**config.mk**
```make
export PLATFORM = sky130hd
export DESIGN_NAME = multicycle_controller
export DESIGN_NICKNAME = d
export VERILOG_FILES = /design/src/rtl/multicycle_controller.sv
export SDC_FILE = /design/constraint.sdc
export NUM_CORES = 1
export LEC_CHECK = 0
export BUFFER_PORTS_ARGS = -buffer_cell sky130_fd_sc_hd__buf_4
export CORE_MARGIN = 2
export CORE_UTILIZATION = 41
export DETAILED_ROUTE_END_ITERATION = 7
export PLACE_DENSITY = 0.86
export SLEW_MARGIN = 15
export SYNTH_ARGS = -nofsm -noshare
export SYNTH_HDL_FRONTEND = slang
export SYNTH_SLANG_ARGS = --single-unit
```
**constraint.sdc**
```tcl
create_clock -name clk -period 1.15 [get_ports clk]
set_input_delay 0.115 -clock clk [delete_from_list [all_inputs] [get_ports clk]]
set_output_delay 0.115 -clock clk [all_outputs]
set_load 0.02 [all_outputs]
```
**src/rtl/multicycle_controller.sv**
```systemverilog
// Multicycle ARM control unit: Moore FSM through fetch/decode/execute/memory/writeback,
// with embedded ALU decode, NZCV flag register and condition evaluation.
module multicycle_controller (
    input  logic       clk,
    input  logic       rst_n,
    input  logic [3:0] Cond,
    input  logic [1:0] Op,
    input  logic [5:0] Funct,
    input  logic [3:0] Rd,
    input  logic [3:0] ALUFlags,
    output logic       PCWrite,
    output logic       IRWrite,
    output logic       RegWrite,
    output logic       MemWrite,
    output logic       AdrSrc,
    output logic       ALUSrcA,
    output logic [1:0] ALUSrcB,
    output logic [1:0] ResultSrc,
    output logic [1:0] ALUControl,
    output logic [1:0] ImmSrc,
    output logic [1:0] RegSrc,
    output logic [3:0] State
);
    typedef enum logic [3:0] {
        S_FETCH    = 4'd0,
        S_DECODE   = 4'd1,
        S_MEMADR   = 4'd2,
        S_MEMREAD  = 4'd3,
        S_MEMWB    = 4'd4,
        S_MEMWRITE = 4'd5,
        S_EXECUTER = 4'd6,
        S_EXECUTEI = 4'd7,
        S_ALUWB    = 4'd8,
        S_BRANCH   = 4'd9
    } state_t;

    state_t     state;
    state_t     next_state;
    logic [3:0] flags;
    logic       cond_ex;
    logic       cond_ex_q;
    logic [1:0] alu_op;
    logic       is_cmp;
    logic [1:0] flag_w;
    logic       alu_dec;
    logic       pc_write_raw;
    logic       ir_write_raw;
    logic       reg_write_raw;
    logic       mem_write_raw;
    logic       rd_is_pc;

    // State, stored flags and latched condition result
    always_ff @(posedge clk) begin
        if (!rst_n) begin
            state     <= S_FETCH;
            flags     <= 4'b0000;
            cond_ex_q <= 1'b0;
        end else begin
            state <= next_state;
            if (state == S_DECODE) begin
                cond_ex_q <= cond_ex;
            end
            if ((state == S_EXECUTER) || (state == S_EXECUTEI)) begin
                if (flag_w[1] && cond_ex_q) begin
                    flags[3:2] <= ALUFlags[3:2];
                end
                if (flag_w[0] && cond_ex_q) begin
                    flags[1:0] <= ALUFlags[1:0];
                end
            end
        end
    end

    // ALU operation decode from Funct[4:1]; CMP is a SUB without writeback
    always_comb begin
        alu_op = 2'b00;
        is_cmp = 1'b0;
        case (Funct[4:1])
            4'b0100: alu_op = 2'b00;
            4'b0010: alu_op = 2'b01;
            4'b0000: alu_op = 2'b10;
            4'b1100: alu_op = 2'b11;
            4'b1010: begin
                alu_op = 2'b01;
                is_cmp = 1'b1;
            end
            default: alu_op = 2'b00;
        endcase
    end

    assign flag_w = {Funct[0], Funct[0] & ~alu_op[1]};

    // ARM condition evaluation against stored {N,Z,C,V}
    always_comb begin
        cond_ex = 1'b1;
        case (Cond)
            4'b0000: cond_ex = flags[2];
            4'b0001: cond_ex = ~flags[2];
            4'b0010: cond_ex = flags[1];
            4'b0011: cond_ex = ~flags[1];
            4'b0100: cond_ex = flags[3];
            4'b0101: cond_ex = ~flags[3];
            4'b0110: cond_ex = flags[0];
            4'b0111: cond_ex = ~flags[0];
            4'b1000: cond_ex = flags[1] & ~flags[2];
            4'b1001: cond_ex = ~flags[1] | flags[2];
            4'b1010: cond_ex = (flags[3] == flags[0]);
            4'b1011: cond_ex = (flags[3] != flags[0]);
            4'b1100: cond_ex = ~flags[2] & (flags[3] == flags[0]);
            4'b1101: cond_ex = flags[2] | (flags[3] != flags[0]);
            default: cond_ex = 1'b1;
        endcase
    end

    assign rd_is_pc = (Rd == 4'd15);

    // Next-state and Moore output decode
    always_comb begin
        next_state    = S_FETCH;
        pc_write_raw  = 1'b0;
        ir_write_raw  = 1'b0;
        reg_write_raw = 1'b0;
        mem_write_raw = 1'b0;
        AdrSrc        = 1'b0;
        ALUSrcA       = 1'b0;
        ALUSrcB       = 2'b00;
        ResultSrc     = 2'b00;
        alu_dec       = 1'b0;
        case (state)
            S_FETCH: begin
                ir_write_raw = 1'b1;
                pc_write_raw = 1'b1;
                ALUSrcA      = 1'b1;
                ALUSrcB      = 2'b10;
                ResultSrc    = 2'b10;
                next_state   = S_DECODE;
            end
            S_DECODE: begin
                ALUSrcA = 1'b1;
                ALUSrcB = 2'b10;
                case (Op)
                    2'b01:   next_state = S_MEMADR;
                    2'b00:   next_state = Funct[5] ? S_EXECUTEI : S_EXECUTER;
                    2'b10:   next_state = S_BRANCH;
                    default: next_state = S_FETCH;
                endcase
            end
            S_MEMADR: begin
                ALUSrcB    = 2'b01;
                next_state = Funct[0] ? S_MEMREAD : S_MEMWRITE;
            end
            S_MEMREAD: begin
                AdrSrc     = 1'b1;
                next_state = S_MEMWB;
            end
            S_MEMWB: begin
                ResultSrc     = 2'b01;
                reg_write_raw = cond_ex_q;
                pc_write_raw  = cond_ex_q & rd_is_pc;
            end
            S_MEMWRITE: begin
                AdrSrc        = 1'b1;
                mem_write_raw = cond_ex_q;
            end
            S_EXECUTER, S_EXECUTEI: begin
                ALUSrcB    = (state == S_EXECUTEI) ? 2'b01 : 2'b00;
                alu_dec    = 1'b1;
                next_state = S_ALUWB;
            end
            S_ALUWB: begin
                reg_write_raw = cond_ex_q & ~is_cmp;
                pc_write_raw  = cond_ex_q & ~is_cmp & rd_is_pc;
            end
            S_BRANCH: begin
                ALUSrcB      = 2'b01;
                ResultSrc    = 2'b10;
                pc_write_raw = cond_ex_q;
            end
            default: next_state = S_FETCH;
        endcase
    end

    assign ALUControl = alu_dec ? alu_op : 2'b00;
    assign PCWrite    = rst_n & pc_write_raw;
    assign IRWrite    = rst_n & ir_write_raw;
    assign RegWrite   = rst_n & reg_write_raw;
    assign MemWrite   = rst_n & mem_write_raw;
    assign ImmSrc     = Op;
    assign RegSrc     = {(Op == 2'b01), (Op == 2'b10)};
    assign State      = state;
endmodule

```
======== Word-level counts from Yosys, hierarchy flattened ========
Cells that the tools add are included.
word-level totals
  logic and storage cells ................. 85
  register bits ........................... 9
operators by class
  equal/unequal tests ..................... 30
  muxes and demuxes ....................... 18
  bitwise logic cells ..................... 18
  reductions and logical operators ........ 15
operator list
  cell                                            number
  == test 4 bit (second input constant)           11
  == test 4 x 3 -> 1 bit (second input constant)  8
  == test 4 x 2 -> 1 bit (second input constant)  5
  one-hot mux 4 bit (5 select lines)              1
  one-hot mux 1 bit (14 select lines)             1
  logical NOT 4 bit                               3
  one-hot mux 2 bit (3 select lines)              2
  one-hot mux 4 bit (3 select lines)              1
  OR reduction 2 bit                              6
  bitwise AND 1 bit                               10
  == test 4 x 1 -> 1 bit (second input constant)  2
  two-way mux 1 bit                               8
  NOT 1 bit                                       6
  one-hot mux 1 bit (4 select lines)              1
  one-hot mux 2 bit (2 select lines)              1
  AND reduction 2 bit                             2
  two-way mux 3 bit                               1
  == test 2 x 1 -> 1 bit (second input constant)  1
  == test 2 bit (second input constant)           1
  logical AND 1 bit                               2
  logical NOT 2 bit                               1
  two-way mux 2 bit                               1
  OR 1 bit                                        2
  one-hot mux 1 bit (2 select lines)              1
  other kinds (3)                                 3

======== Logic depth before layout (Yosys ltp) ========
Gate-level depths: netlist of run 1.
  depth in word-level cells ............... 7
  depth in mapped cells ................... 5
  depth with buffers taken out ............ 4

======== Least setup slack after synthesis of run 1 ========
OpenSTA, ideal clock, no wires.
  path kind ............................... reg2out
  from .................................... register state[0], in the netlist State[0]
  to ...................................... output port ALUSrcB[0]
  path buffers ............................ 1
  path slack .............................. -0.406 ns
  data required time ...................... 1.035 ns
  arrival ................................. 1.441 ns
  stages on the path, launching flop included .. 4
  cells stage by stage .................... dfxtp_1 > clkbuf_1 > xor2_1 > o32ai_1
between the ends
  cells in the longest elaborated chain, start to end .. 3
  elaborated cells between the ends (all ways) .. 11
  those cells by class .................... eq/ne: 5; mux: 2; reduce/logical: 4
RTL lines
  element                                               RTL line  RTL
  start: declaration                                    37        state_t state;
  start signal: assignment                              59        state <= next_state;
  == test 4 x 3 -> 1 bit, or another cell as far along  129, 166
  two-way mux 1 bit, or another cell as far along       166       ALUSrcB = (state == S_EXECUTEI) ? 2'b01 : 2'b00;
  one-hot mux 2 bit (3 select lines) (*)                129       case (state)
  end: declaration                                      17        output logic [1:0] ALUSrcB,
Mark *: on every way between the ends. The rest lies on a longest branch, timed or not.

======== Worst setup path in the final report of run 1 ========
  from .................................... register state[3], in the netlist State[3]
  to ...................................... output port PCWrite
between the ends
  cells in the longest elaborated chain, start to end .. 3
  elaborated cells between the ends (all ways) .. 6
  those cells by class .................... eq/ne: 3; mux: 1; bitwise: 1; reduce/logical: 1
RTL lines
  element                                      RTL line  RTL
  == test 4 bit, or another cell as far along  129
  one-hot mux 1 bit (4 select lines) (*)       129
  bitwise AND 1 bit (*)                        184       assign PCWrite = rst_n & pc_write_raw;
  end: declaration                             11        output logic PCWrite,
Marks and branches as above.

==> metrics.cfg, run 1 <==
[clock_network]
cts_hold_buffers = 0
clk_latency_ps = 280
cts.sinks = 9
cts_max_level = 1
path_clk_slew_ps = 60
tritoncts = yes
cts.path.max_buffers = 2
numCtsBuffers = 3
cts-root-buf = clkbuf_4

[global_route]
grt_pass1_wl_microns = 4588
track_usage_pct = 24.47
grt_pass1_vias = 1006
antenna_found_initial = 0
grt_max_degree = 12
grt_overflow = 0

[synthesis]
synth_flop_cell = dfxtp_1
post_synth_and_or_nand_nor_area_fraction_pct = 40.97
yosysUniqueCellTypes = 43
synth_area_per_cell_sq_um = 7.746
synth_fa_ha_area_share_pct = 0
synth-xor-area-share_pct = 6.167
synthArstFlopShare_pct = 0
synth_compound_area_share_pct = 18.50
muxShareOfSynthArea_pct = 4.846
syn_inst = 110
synth_edf_count = 0
ys_seq_area_share_pct = 21.15
ys_ff_latch = 9
synth_top_family_by_area = simple AND/OR/NAND/NOR gates
ys_warn_count = 0
syn_area_sq_um = 852.1
mappedNetlistNets = 132

[power_and_ir_drop]
p_sw_share_pct = 38.04
p_int_uw = 765.5
p_clk_share_pct = 21.3
peakVddDrop_v = 0.0006399
p_leak_nw = 0.7261
pwr-share-comb_pct = 50.9
power_density_nw_per_um2 = 725.5
finalPower_mw = 1.235
power_frac_seq_pct = 27.8
power_switching_uw = 469.9

[cells_and_area]
diodes = 0
layout-drive-gt1-share_pct = 67.63
nNetsFinal = 196
final_util_pct = 86.80
area_growth_pct = 99.85

[timing]
hold_viol = 0
period_share_pct = 137.2
tightest_slew_ps = 495.8
clock_skew_ps = 4.518
rsz0062_at_grt = yes
relSlewSlack_pct = 66.84
tns_ps = -3763
fmax_mhz = 633.7
fin_ws_ps = -427.9
fin_crit_ps = 1578
setup_violations = 20
drv_slew = 0
timing.hold.ws_ps = 79.95

[critical_path]
worstSetupStartpointType = flip-flop
critical_path.max_fanout = 7
crit_required_ps = 1030
crit_type = flip-flop to output pin
reg2regPathDepth = 5
worstPathArrival_ps = 1460
end_kind = output pin

[placed_design]
dp_hpwl_microns = 1976
port_buffers = 41
gp_congestion = 0.7507
place_ws_ps = -148.6

[floorplanning]
die_w_microns = 49.59
start_util_pct = 43.43
pin_count = 42
rows = 16
dieArea_sq_um = 2459
die_h_microns = 49.59
core_area_sq_um = 1962

[detailed_routing]
detail-route-antenna-nets = 0
drcViolationCount = 0
wirelength_microns = 3951
firstDrtPassIters = 4
detail_route.wl_per_cell_microns = 19.76
vias_per_cell = 5.860
drt-initial-drc-count = 29
vias = 1172

[flow_run]
cap_violations = 0

[run_status]
violations = negative setup slack
status = finished, violations left

[worst_hold_path]
min_path_cells = 3
hold_class = input port to flip-flop

## path summary, 6_finish.rpt
check	startpoint	end	slack (ps)
worst max-delay path	State[3]	PCWrite	-430
worst min-delay path	ALUFlags[3]	flags[3]	80
worst max register to register	State[2]	cond_ex_q	-200
worst min register to register	flags[3]	flags[3]	510
## cells by family (layout without fill, tap and decap cells)
family                 after synthesis  count (layout)
XOR/XNOR                             6               6
AO/OA/AOI/OAI                       22              22
flip-flops                           9               9
multiplexers                         4               4
AND/OR/NAND/NOR                     58              58
buffers and inverters               11              74
## per-layer routing
metal / track usage (%) / share of wire, %
met4: 10.65 / 2.9
met1: 29.94 / 41
met5: 0 / 0
met2: 40.89 / 51
met3: 5.455 / 5.1
## synthesized netlist by cell type (all sizes together), types with 2 or more instances
library cell	instances	share of area (%)
nor2b	4	2.9
nand2b	7	5.1
and3	2	1.6
nor2	9	4.0
and4	2	2.1
nand3b	2	1.8
nor3b	2	1.8
a21oi	2	1.2
nor4b	3	3.8
mux2i	3	3.5
nand2	10	4.4
o21ai	6	3.5
xor2	5	5.1
nand4	3	2.2
buf	6	4.4
nand3	3	1.8
inv	2	0.88
and4b	2	2.5
dfxtp	9	21
clkbuf	2	0.88
a21boi	5	4.4
o311ai	2	2.1
nor3	5	2.9
## layout make-up
type / count / area [sq um]
multi-input combinational: 90 / 809.5
timing repair buffer: 68 / 620.6
fill: 98 / 259.0
sequential: 9 / 203.9
tap: 27 / 33.78
clock buffer: 3 / 22.52
inverter: 2 / 7.507
clock inverter: 1 / 5.005
## power by group through the flow
stage          Combinational (mW)  Clock (mW)  Sequential, mW
2_1_floorplan               0.252           0           0.356
3_5_place_dp                0.458           0           0.349
3_3_place_gp                0.444           0           0.348
4_1_cts                     0.511       0.258           0.343
6_report                    0.629       0.263           0.343
5_1_grt                     0.655       0.285           0.345
## registers in the layout, indices dropped and copies added, names as in the netlist
name       cells
State          4
cond_ex_q      1
flags          4
## cells in the final DEF (no fill, tap or decap), types with 2 or more instances in the layout
cell      count
buf_4        41
buf_6        26
dfxtp_4       6
nand2_2       5
nor2b_1       4
nor3_4        4
nand2_1       4
nor2_4        4
nand2b_1      4
o21ai_0       4
nor2_1        4
nand2b_4      3
xor2_1        3
nand4_1       3
mux2i_1       3
a21boi_1      3
clkbuf_4      3
xor2_2        2
nand3b_1      2
nand3_1       2
nor4b_1       2
nor3b_1       2
and4b_2       2
dfxtp_1       2
## worst max-delay path, cell delays in order, from the launching register on
cell and delay, ps:
dfxtp_4 400, buf_6 140, nand2b_4 150, nand4_1 170
a21oi_2 160, buf_4 160
## what timing repair did
| action | 4_1_cts | 5_1_grt |
|---|---|---|
| pin swaps | 8 | 23 |
| setup buffers | 4 | 8 |
| endpoints found under the setup margin | 15 | 20 |
| hold endpoints to repair | 0 | 0 |
| cloned | 0 | 0 |
| resized for setup | 30 | 39 |
## stage by stage
stage          cells  area, sq um
2_1_floorplan    110        954.7
3_3_place_gp     186         1340
3_5_place_dp     186         1340
4_1_cts          194         1501
5_1_grt          200         1703
6_report         200         1703
Note: power is estimated with default switching activity, not from simulation.
==> run 2, diff against run 1 <==
- CORE_UTILIZATION: 41 -> 45
- PLACE_DENSITY: 0.86 -> 0.89
- clock period: 1.15 -> 1.7 ns (I/O delays scaled with it)
==> run 2 against run 1 <==
Effect of this change:
- the flow now finishes without violations
- via count decreased by 17%
- combinational power decreased by 62%
- global-route usage decreased by 4.3 points
- setup slack improved by 550 ps
- wire length decreased by 44%
- final area decreased by 32%
- sequential power decreased by 29%
- clock power decreased by 38%
- final cell count decreased by 14%
- die area decreased by 8.2%
- critical endpoint unchanged
==> metrics.cfg, run 2 (synthesis gave the netlist of run 1 again) <==
[floorplanning]
start_util_pct = 48.82  ; was 43.43%
core_area_sq_um = 1745  ; was 1962 sq um
pin_count = 42  ; unchanged
die_h_microns = 47.52  ; was 49.59 microns
dieArea_sq_um = 2258  ; was 2459 sq um
die_w_microns = 47.52  ; was 49.59 microns
rows = 15  ; was 16

[detailed_routing]
vias_per_cell = 5.686  ; was 5.860
detail_route.wl_per_cell_microns = 12.94  ; was 19.76 microns
firstDrtPassIters = 4  ; unchanged
drcViolationCount = 0  ; unchanged
drt-initial-drc-count = 21  ; was 29
detail-route-antenna-nets = 0  ; unchanged
wirelength_microns = 2226  ; was 3951 microns
vias = 978  ; was 1,172

[cells_and_area]
layout-drive-gt1-share_pct = 37.41  ; was 67.63%
final_common_cell = buf_4  ; unchanged
diodes = 0  ; unchanged
stdcell_area_sq_um = 1165  ; was 1703 sq um
area_growth_pct = 36.71  ; was 99.85%
layout_common_cells = buf_4 (42), nand2_1 (10), nor2_1 (9), nand2b_1 (7), dfxtp_1 (6)  ; was buf_4 (41), buf_6 (26), dfxtp_4 (6), nand2_2 (5)
nNetsFinal = 170  ; was 196

[global_route]
grt_overflow = 0  ; unchanged
grt_max_degree = 15  ; was 12
track_usage_pct = 20.19  ; was 24.47%
antenna_found_initial = 0  ; unchanged
grt_pass1_wl_microns = 3332  ; was 4588 microns
grt_pass1_vias = 822  ; was 1,006

[timing]
tns_ps = 0  ; was -3763 ps
rsz0062_at_grt = no  ; was yes
setup_violations = 0  ; was 20
fin_crit_ps = 1577
drv_slew = 0  ; unchanged
fmax_mhz = 634.2
period_share_pct = 92.75
relSlewSlack_pct = 78.55  ; was 66.84%
hold_viol = 0  ; unchanged
tightest_slew_ps = 317.8  ; was 495.8 ps
clock_skew_ps = 1.722  ; was 4.518 ps

[worst_hold_path]
hold_path.startpoint = ALUFlags[1]  ; was ALUFlags[3]
hold_class = input port to flip-flop  ; unchanged
worstHoldEndpoint = flags[1]  ; was flags[3]
min_path_cells = 3  ; unchanged

[run_status]
status = complete, no violations  ; was finished, violations left

[placed_design]
place_area_sq_um = 1135  ; was 1340 sq um
gp_congestion = 0.8256  ; was 0.7507
dp_hpwl_microns = 1771  ; was 1976 microns
port_buffers = 41  ; unchanged

[critical_path]
rr_endpoint = cond_ex_q  ; unchanged
critical_path.max_fanout = 13  ; was 7
crit_chain = nand2b_1 -> o21ai_1 -> nand4_1 -> a21oi_1 -> buf_4  ; was buf_6 -> nand2b_4 -> nand4_1 -> a21oi_2 -> buf_4
rrSetupSlack_ps = 220  ; was -200 ps
end_kind = output pin  ; unchanged
worstSetupStartpointType = flip-flop  ; unchanged
reg2regPathDepth = 4  ; was 5
crit_type = flip-flop to output pin  ; unchanged
crit_required_ps = 1530  ; was 1030 ps
r2r_start = State[0]  ; was State[2]
worstPathArrival_ps = 1410  ; was 1460 ps
cp_slowest_cell = dfxtp_2  ; was dfxtp_4
cpPeakStageDelay_ps = 390  ; was 400 ps
crit_family = flip-flops  ; unchanged
path_buf_inv = 1  ; was 2

[clock_network]
cts_resized = 2  ; was 30
cts_max_level = 1  ; unchanged
numCtsBuffers = 3  ; unchanged
cts_setup_buffers = 0  ; was 4
cts.sinks = 9  ; unchanged
path_clk_slew_ps = 60  ; about the same
tritoncts = yes  ; unchanged
cts-root-buf = clkbuf_4  ; unchanged
cts_hold_buffers = 0  ; unchanged
cts.path.max_buffers = 2  ; unchanged
clk_latency_ps = 250  ; was 280 ps

[power_and_ir_drop]
p_leak_nw = 0.5070  ; was 0.7261 nW
peakVddDrop_v = 0.0004526  ; was 0.0006399 V
power_density_nw_per_um2 = 559.0  ; was 725.5 nW/um^2

[flow_run]
cap_violations = 0  ; unchanged

-- run 2: cell types whose count changed in the layout (fill, tap and decap cells not counted), moves of 5 or more --
cell	delta
nand2_1	+6
nand2_2	-5
dfxtp_4	-6
buf_6	-26
nor2_1	+5
nor3_1	+5
-- run 2: layer usage --
layer | routed length [microns] | track usage (%) | vias up
met5 | 0 | 0 | -
met1 | 934 | 24.66 | 461
met2 | 1121 | 37.03 | 41
met3 | 170 | 3.774 | 0
met4 | 0 | 3.333 | 0
li1 | - | - | 476
-- run 2: how the worst max path moves through the flow --
stage / start / to / slack (ps) / cells after the start
final: State[2] / PCWrite / 120 / 5
after floorplan: State[0] / ALUSrcB[0] / 90 / 3
after detailed placement: State[1] / cond_ex_q / 230 / 4
after global placement: State[3] / PCWrite / 270 / 5
after global routing: State[2] / PCWrite / 20 / 5
after CTS: State[2] / RegWrite / 2 / 4
-- run 2: metrics by stage --
| step | std cells | worst slack, ps | hold slack [ps] | util [%] | power (mW) |
|---|---|---|---|---|---|
| 4_1_cts | 172 | 1.740 | 161.9 | 66.67 | 0.6559 |
| 3_5_place_dp | 168 | 232.1 | 429.9 | 65.02 | 0.4879 |
| 5_1_grt | 172 | 24.77 | 201.0 | 66.74 | 0.6866 |
| 2_1_floorplan | 110 | 88.74 | 326.0 | - | 0.3864 |
| 3_3_place_gp | 168 | 274.5 | 422.2 | 65.02 | 0.4815 |
| 6_report | 172 | 123.3 | 163.1 | 66.74 | 0.6512 |
-- run 2: layout make-up --
type	count	area, sq um
fill	158	580.6
multi-input combinational	90	600.6
tap	25	31.28
sequential	9	183.9
timing repair buffer	42	315.3
clock buffer	4	26.28
inverter	2	7.507
-- run 2: where the power goes --
group / internal [mW] / switching (mW) / leakage (nW)
Sequential: 0.221 / 0.0238 / 0.0746
Combinational: 0.120 / 0.122 / 0.417
Clock: 0.0904 / 0.0740 / 0.0150
-- run 2: worst register-to-register path: cells and delay by family (launching register included) --
family | cells | cell delay (ps)
compound gates | 3 | 530
flops | 1 | 510
simple gates | 1 | 330
